File: src/rtl/sys_defs.sv
// Shared system-wide definitions: default occupancy of each shared functional unit
// and small elaboration-time helpers used by the unit arbiters.
package sys_defs;

    localparam int unsigned ALU_LATENCY           = 1;
    localparam int unsigned MUL_LATENCY           = 4;
    localparam int unsigned FPU_LATENCY           = 6;
    localparam int unsigned DIV_LATENCY           = 16;
    localparam int unsigned RR_DEFAULT_REQUESTERS = 8;

    // Down-counter width for a unit busy LATENCY cycles; never narrower than one bit.
    function automatic int unsigned cnt_width(input int unsigned latency);
        return (latency > 1) ? $clog2(latency) : 1;
    endfunction

endpackage

File: src/rtl/onehot_to_therm.sv
// Converts a one-hot vector to a thermometer code. DIR=1 fills upward from the set bit
// (00001000 -> 11111000); DIR=0 fills downward (00001000 -> 00001111).
module onehot_to_therm #(
    parameter int unsigned N   = 8,
    parameter bit          DIR = 1'b1
) (
    input  logic [N-1:0] onehot_i,
    output logic [N-1:0] therm_o
);

    logic acc;

    always_comb begin
        // NOTE: every variable gets a value before any branch, so no latch is inferred.
        therm_o = '0;
        acc     = 1'b0;
        if (DIR) begin
            for (int i = 0; i < N; i++) begin
                acc        = acc | onehot_i[i];
                therm_o[i] = acc;
            end
        end else begin
            for (int i = N - 1; i >= 0; i--) begin
                acc        = acc | onehot_i[i];
                therm_o[i] = acc;
            end
        end
    end

endmodule

File: src/rtl/rr_fu_arbiter.sv
// Round-robin arbiter for one shared functional unit that stays occupied for LATENCY
// cycles per operation; back-to-back grants with no idle bubble, flush squashes in flight.
module rr_fu_arbiter
    import sys_defs::*;
#(
    parameter int unsigned N       = RR_DEFAULT_REQUESTERS,
    parameter int unsigned LATENCY = MUL_LATENCY
) (
    input  logic         clock_i,
    input  logic         reset_i,
    input  logic [N-1:0] req_i,
    input  logic         flush_i,
    output logic [N-1:0] gnt_o,
    output logic [N-1:0] done_o,
    output logic         busy_o
);

    typedef enum logic {IDLE, BUSY} state_e;

    localparam int unsigned   CW        = cnt_width(LATENCY);
    localparam logic [CW-1:0] CNT_LOAD  = CW'(LATENCY - 1);
    localparam logic [N-1:0]  PTR_RESET = {1'b1, {(N-1){1'b0}}};

    state_e        state_q, state_d;
    logic [N-1:0]  gnt_q, gnt_d;
    logic [N-1:0]  ptr_q, ptr_d;
    logic [CW-1:0] cnt_q, cnt_d;

    logic [N-1:0]  therm;
    logic [N-1:0]  eligible;
    logic [N-1:0]  masked;
    logic [N-1:0]  pick_src;
    logic [N-1:0]  pick;
    logic          completing;

    onehot_to_therm #(
        .N   (N),
        .DIR (1'b1)
    ) u_therm (
        .onehot_i (ptr_q),
        .therm_o  (therm)
    );

    // The finishing owner may still hold req this cycle; it must not win again.
    assign completing = (state_q == BUSY) && (cnt_q == '0) && !flush_i;
    assign eligible   = req_i & ~(completing ? gnt_q : '0);
    assign masked     = eligible & therm & ~ptr_q;
    assign pick_src   = (masked != '0) ? masked : eligible;
    assign pick       = pick_src & (~pick_src + N'(1));

    always_ff @(posedge clock_i) begin
        // NOTE: state registers use non-blocking assignments so every flop samples pre-edge values.
        if (reset_i) begin
            state_q <= IDLE;
            gnt_q   <= '0;
            ptr_q   <= PTR_RESET;
            cnt_q   <= '0;
        end else begin
            state_q <= state_d;
            gnt_q   <= gnt_d;
            ptr_q   <= ptr_d;
            cnt_q   <= cnt_d;
        end
    end

    always_comb begin
        state_d = state_q;
        gnt_d   = gnt_q;
        ptr_d   = ptr_q;
        cnt_d   = cnt_q;
        if (flush_i) begin
            state_d = IDLE;
            gnt_d   = '0;
            cnt_d   = '0;
        end else begin
            unique case (state_q)
                IDLE: begin
                    if (eligible != '0) begin
                        state_d = BUSY;
                        gnt_d   = pick;
                        ptr_d   = pick;
                        cnt_d   = CNT_LOAD;
                    end
                end
                BUSY: begin
                    if (cnt_q != '0) begin
                        cnt_d = cnt_q - CW'(1);
                    end else if (eligible != '0) begin
                        gnt_d = pick;
                        ptr_d = pick;
                        cnt_d = CNT_LOAD;
                    end else begin
                        state_d = IDLE;
                        gnt_d   = '0;
                    end
                end
                default: state_d = IDLE;
            endcase
        end
    end

    always_comb begin
        busy_o = (state_q == BUSY);
        gnt_o  = gnt_q;
        done_o = completing ? gnt_q : '0;
    end

endmodule

File: config.mk
export PLATFORM = sky130hd
export DESIGN_NAME = rr_fu_arbiter
export DESIGN_NICKNAME = d
export VERILOG_FILES = /design/src/rtl/sys_defs.sv /design/src/rtl/onehot_to_therm.sv /design/src/rtl/rr_fu_arbiter.sv
export SDC_FILE = /design/constraint.sdc
export NUM_CORES = 1
export LEC_CHECK = 0
export CAP_MARGIN = 40
export CORE_ASPECT_RATIO = 1.4
export CORE_MARGIN = 5
export CORE_UTILIZATION = 52
export CTS_BUF_LIST = sky130_fd_sc_hd__clkbuf_2 sky130_fd_sc_hd__clkbuf_4 sky130_fd_sc_hd__clkbuf_8
export DETAILED_ROUTE_END_ITERATION = 10
export GPL_TIMING_DRIVEN = 1
export PLACE_DENSITY = 0.82
export SETUP_SLACK_MARGIN = 0.15
export SLEW_MARGIN = 30
export SYNTH_ARGS = -nofsm -noshare
export SYNTH_HDL_FRONTEND = slang
export SYNTH_SLANG_ARGS = --single-unit
File: constraint.sdc
create_clock -name clock_i -period 2.67 [get_ports clock_i]
set_input_delay 0.267 -clock clock_i [delete_from_list [all_inputs] [get_ports clock_i]]
set_output_delay 0.267 -clock clock_i [all_outputs]
set_load 0.01 [all_outputs]
==> flow_metrics.tcl, run 1 <==
set metrics [dict create \
    hold_viol_final 0 \
    path_buf_inv 4 \
    final-setup-viol-count 0 \
    hp-class "flop to flop" \
    grt_antenna_before_repair 0 \
    rows 21 \
    yosys_warnings 0 \
    route.detailed.drc 0 \
    dpl.hpwl_um 3040 \
    grt_usage_pct 23.6 \
    syn2layout_area_growth_pct 39.6 \
    synthCells 153 \
    antenna_violating_nets_post_route 0 \
    layout_min_cycle_time_ns 2.44 \
    ys_seq_area_share_pct 30.4 \
    pin_count 28 \
    slew_headroom_pct 68.1 \
    cp.arrival_ns 2.17 \
    via_per_inst 6.31 \
    cts.sinks 19 \
    slew_viol_final 0 \
    crit_type "input pin to primary output" \
    post-route-period-util_pct 91.4 \
    grt_overflow_total 0 \
    finalNetCount 213 \
    syn_area_um2 1250 \
    port_buffers 27 \
    grt_setup_unrepaired "yes" \
    critPathTopFamily "buffers and inverters" \
    critPathMaxFanout 7 \
    route.vias.total 1414 \
    leakagePower_nw 0.686 \
    ys_ff_latch 19 \
    fin_setup_tns_ns 0 \
    h-tree-depth 1 \
    final.setup_skew_ns 0.00458 \
    clk_path_buf_depth 2 \
    start_util_pct 53.0 \
    die_area_um2 3500 \
    max_stage_delay_ns 0.54 \
    ir_drop_mv 0.391 \
    critical_path_required_ns 2.40 \
    nFillCells 186 \
    clkLatencyLatePin_ns 0.31 \
    cts-root-buf "clkbuf_4" \
    ys_types 52 \
    place.gp.congestion 0.957 \
    end_kind "primary output" \
    dpl_cell_area_um2 1670 \
    grt_max_degree 12 \
    fp.dieH_um 68.1 \
    synth-edff-count 0 \
    cp_slowest_cell "clkdlybuf4s50_1" \
    die_w_um 51.5 \
    grt_pass1_vias 1398 \
    p_per_area_nw_per_um2 574 \
    antenna_cells 0 \
    cts_tree "built" \
    max_freq_mhz 410 \
    tightest_slew_ns 0.474 \
    firstDrtPassIters 4 \
    path_cells "clkdlybuf4s50_1, or4b_1, buf_4, buf_4, nor2_1, clkdlybuf4s50_1" \
    cts_inserted_buffers 3 \
    drt_iter0_markers 40 \
    wl_per_cell_um 17.7 \
    synth_ff_type "dfxtp_1" \
    clkTransAtPathRegs_ns 0.10 \
    drive_gt1_share_pct 26.4 \
    synth-async-reset-ratio_pct 0 \
    synth_area_per_cell_um2 8.19 \
    maxCapViolCount 0 \
    start_kind "input pin" \
    grt_pass1_wl_um 6240 \
    coreArea_um2 2360 \
    p_total_mw 1.00 \
    syn_nets 164 \
    stdcell_area_um2 1750 \
    status "finished, final reports clean" \
    holdBufCountCts 0 \
    drt_wl_total_um 3960 \
]
## cells by family after synthesis
logic type      count (synthesis)  share of synthesized area, %
mux                             3                          2.40
simple gates                   69                          31.0
buf+inv                        12                          5.49
flops                          19                          30.4
compound gates                 49                          30.1
xor+xnor                        1                         0.699
## metal layers
metal | vias to the layer above | GRT usage, % | routed length (µm) | part of all wire, %
li1 | 661 | - | - | -
met1 | 648 | 26.3 | 1480 | 37
met2 | 83 | 40.8 | 1990 | 50
met3 | 22 | 5.23 | 297 | 7.5
met4 | 0 | 14.1 | 193 | 4.9
met5 | - | 0 | 0 | 0
## power by group
group / internal [mW] / switching (mW)
logic: 0.247 / 0.256
registers: 0.307 / 0.0336
clock network: 0.0685 / 0.0925
## registers in the layout, indices dropped and copies added, names as in the netlist
name and cells:
gnt_o 8, busy_o 1, cnt_q 2, ptr_q 8
## area by class of cell
type,count,area (µm²),share of cell area (%)
Inverter,7,26.3,1.50
Timing Repair Buffer,49,438,25.1
Sequential cell,19,384,22.0
Tap cell,23,28.8,1.65
Multi-Input combinational cell,122,841,48.1
Clock buffer,4,30.0,1.72
## stage by stage
step	worst slack (ns)	hold WS [ns]	utilization, %	instances
final	0.229	0.491	73.9	224
after global routing	0.137	0.534	73.9	224
after CTS	0.171	0.487	71.8	223
after detailed placement	-0.144	0.470	70.5	219
after global placement	-0.0756	0.469	70.5	219
after floorplan	0.388	0.478	-	153
## worst reg2reg max path, cell delays in order, from the launching register on
cell	delay [ns]
dfxtp_2	0.44
or4b_1	0.45
buf_4	0.19
o2111ai_4	0.20
o31a_2	0.22
a21oi_1	0.08
o31a_1	0.40
o211ai_4	0.16
o21ai_0	0.14
## synthesized netlist by cell type, drive strengths merged, types with 3 or more instances
cell	count	area, µm²
nor2	22	82.6
dfxtp	19	380
nand2	13	48.8
a21oi	10	53.8
o21ai	10	57.6
inv	7	26.3
a211oi	6	45.0
and2	5	36.3
buf	5	42.5
a21boi	4	30.0
nand3b	4	30.0
nor3	4	20.0
mux2i	3	30.0
nand3	3	15.0
o22ai	3	18.8
## worst paths after layout
path | startpoint | cells past startpoint | slack (ns) | end
max | flush_i | 6 | 0.23 | done_o[4]
min | gnt_o[0]$_SDFFE_PP0P_ | 2 | 0.49 | gnt_o[0]$_SDFFE_PP0P_
max reg2reg | busy_o$_SDFF_PP0_ | 8 | 0.27 | ptr_q[6]$_SDFFE_PP0P_
min reg2reg | gnt_o[0]$_SDFFE_PP0P_ | 2 | 0.49 | gnt_o[0]$_SDFFE_PP0P_
## cells in the final DEF, fill, tap and decap left out, drive strengths merged, types with 4 or more instances in the layout
cell type	instances
clkbuf	4
buf	22
a21boi	4
inv	7
o21ai	10
a21oi	10
nand3b	4
nor2	22
a211oi	6
clkdlybuf4s50	26
nand2	13
dfxtp	19
and2	5
nor3	4
## timing repair
item / in CTS / in global routing
endpoints found under the setup margin: 3 / 16
endpoints found under the hold margin: 0 / 0
pin swaps: 0 / 2
resized for setup: 1 / 11
buffers inserted: 0 / 1
Power figures use the tool's default switching activity.
==> run 2: changes to the inputs <==
CAP_MARGIN = 30   (was 40)
CORE_MARGIN = 4   (was 5)
CTS_CLUSTER_SIZE = 24   (was default)
==> run 2 against run 1 <==
Net effect:
- clock-buffer cell count unchanged
- utilization up 3.7 points
- worst setup slack better by 0.038 ns
- critical path depth down 1
- clock skew up 0.0045 ns
- cell count down 0.45%
- via count down 3.8%
- register-to-register slack about the same
- fmax up 1.6%
- largest cell class unchanged
==> flow_metrics.tcl, run 2 (synthesized netlist as in run 1, its figures left out) <==
set metrics [dict create \
    fin_ws_ns 0.267 \
    critPathMaxFanout 7 \
    port_buffers 27 \
    crit_type "flop to primary output" \
    clkLatencyLatePin_ns 0.31 \
    fin_util_pct 77.6 \
    fin_cells 223 \
    fp.dieH_um 66.1 \
    dpl.hpwl_um 2970 \
    r2r-start "ptr_q[0]$_SDFFE_PP0P_" \
    hold_viol_final 0 \
    final_common_cell "clkdlybuf4s50_1" \
    ir_drop_mv 0.391 \
    nFillCells 176 \
    clkTransAtPathRegs_ns 0.11 \
    grt_overflow_total 0 \
    slew_viol_final 0 \
    tightest_slew_ns 0.503 \
    cp_common_cell "buf_4" \
    grt_usage_pct 25.0 \
    die_w_um 49.5 \
    route.detailed.drc 0 \
    cts-root-buf "clkbuf_4" \
    grt_setup_unrepaired "no" \
    status "finished, final reports clean" \
    layout_min_cycle_time_ns 2.40 \
    start_util_pct 56.2 \
    max_stage_delay_ns 0.55 \
    drt_iter0_markers 55 \
    grt_antenna_before_repair 0 \
    firstDrtPassIters 4 \
    drive_gt1_share_pct 24.9 \
    die_area_um2 3270 \
    grt_pass1_vias 1381 \
    final-setup-viol-count 0 \
    finalNetCount 213 \
    via_per_inst 6.10 \
    p_total_mw 0.968 \
    leakagePower_nw 0.670 \
    place.gp.congestion 0.895 \
    clk_path_buf_depth 2 \
    grt_pass1_wl_um 6330 \
    cp.arrival_ns 2.14 \
    stdcell_area_um2 1730 \
    cts.sinks 19 \
    layout_common_cells "clkdlybuf4s50_1 (26), nor2_1 (22), buf_4 (22), dfxtp_1 (16), nand2_1 (13)" \
    antenna_cells 0 \
    coreArea_um2 2230 \
    hp-class "flop to flop" \
    route.vias.total 1360 \
    place_inst 219 \
    slew_headroom_pct 66.4 \
    antenna_violating_nets_post_route 0 \
    p_per_area_nw_per_um2 560 \
    end_kind "primary output" \
    rows 20 \
    syn2layout_area_growth_pct 38.1 \
    cp_slowest_cell "clkdlybuf4s50_1" \
    max_freq_mhz 416 \
    cts_inserted_buffers 3 \
    pin_count 28 \
    start_kind "flop" \
    dpl_cell_area_um2 1670 \
    hp-start "gnt_o[0]$_SDFFE_PP0P_" \
    path_cells "or4b_1, buf_4, buf_4, nor2_1, clkdlybuf4s50_1" \
    grt_max_degree 12 \
    drt_wl_total_um 3800 \
    pre_cts_ws_ns -0.128 \
    holdBufCountCts 0 \
    critical_path_required_ns 2.40 \
    h-tree-depth 1 \
    maxCapViolCount 0 \
    wl_per_cell_um 17.0 \
    final.setup_skew_ns 0.00907 \
    post-route-period-util_pct 90.0 \
    cts_tree "built" \
    setup.worst_path.start "cnt_q[0]$_SDFF_PP0_" \
]
run 2: changes by cell type in the layout (fill, tap and decap cells not counted), moves of 2 or more:
cell      change
a211oi_1      +2
a211oi_2      -2
dfxtp_2       -2
dfxtp_4       +2
run 2: per-layer routing:
metal  up-vias  track usage [%]  wire length [µm]
met1       642             29.4              1610
met5         -                0                 0
li1        664                -                 -
met2        46             45.0              1970
met3         8             3.61               171
met4         0             10.4                50
run 2: cell type report:
class	count	area [µm²]	share of cell area [%]
Clock buffer	4	30.0	1.74
Multi-Input combinational cell	122	818	47.3
Timing Repair Buffer	49	438	25.3
Sequential cell	19	389	22.5
Inverter	7	26.3	1.52
Tap cell	22	27.5	1.59
run 2: stage by stage:
stage	TNS [ns]	hold slack, ns
after floorplan	0	0.478
after global placement	-0.199	0.459
after detailed placement	-0.770	0.471
after CTS	0	0.487
after global routing	0	0.527
final	0	0.485
run 2: report_power, final:
part | internal (mW) | total, mW | switching [mW] | leakage [nW]
registers | 0.306 | 0.338 | 0.0319 | 0.156
clock network | 0.0684 | 0.166 | 0.0978 | 0.0184
logic | 0.233 | 0.464 | 0.231 | 0.496
run 2: critical path: cells and delay by family, from the launching register on:
family / cells / cell delay (ns)
AND/OR/NAND/NOR: 2 / 0.58
buffers and inverters: 3 / 0.87
flip-flops: 1 / 0.38
run 2: path summary, 6_finish.rpt:
kind | slack, ns | endpoint | depth (start not counted)
max reg2reg | 0.28 | ptr_q[5]$_SDFFE_PP0P_ | 7
max | 0.27 | done_o[6] | 5
min reg2reg | 0.48 | gnt_o[0]$_SDFFE_PP0P_ | 2
min | 0.48 | gnt_o[0]$_SDFFE_PP0P_ | 2
run 2: repair_timing:
item                       4_1_cts  5_1_grt
setup endpoints to repair        0       18
gates resized for setup          0        9
setup buffers                    0        0
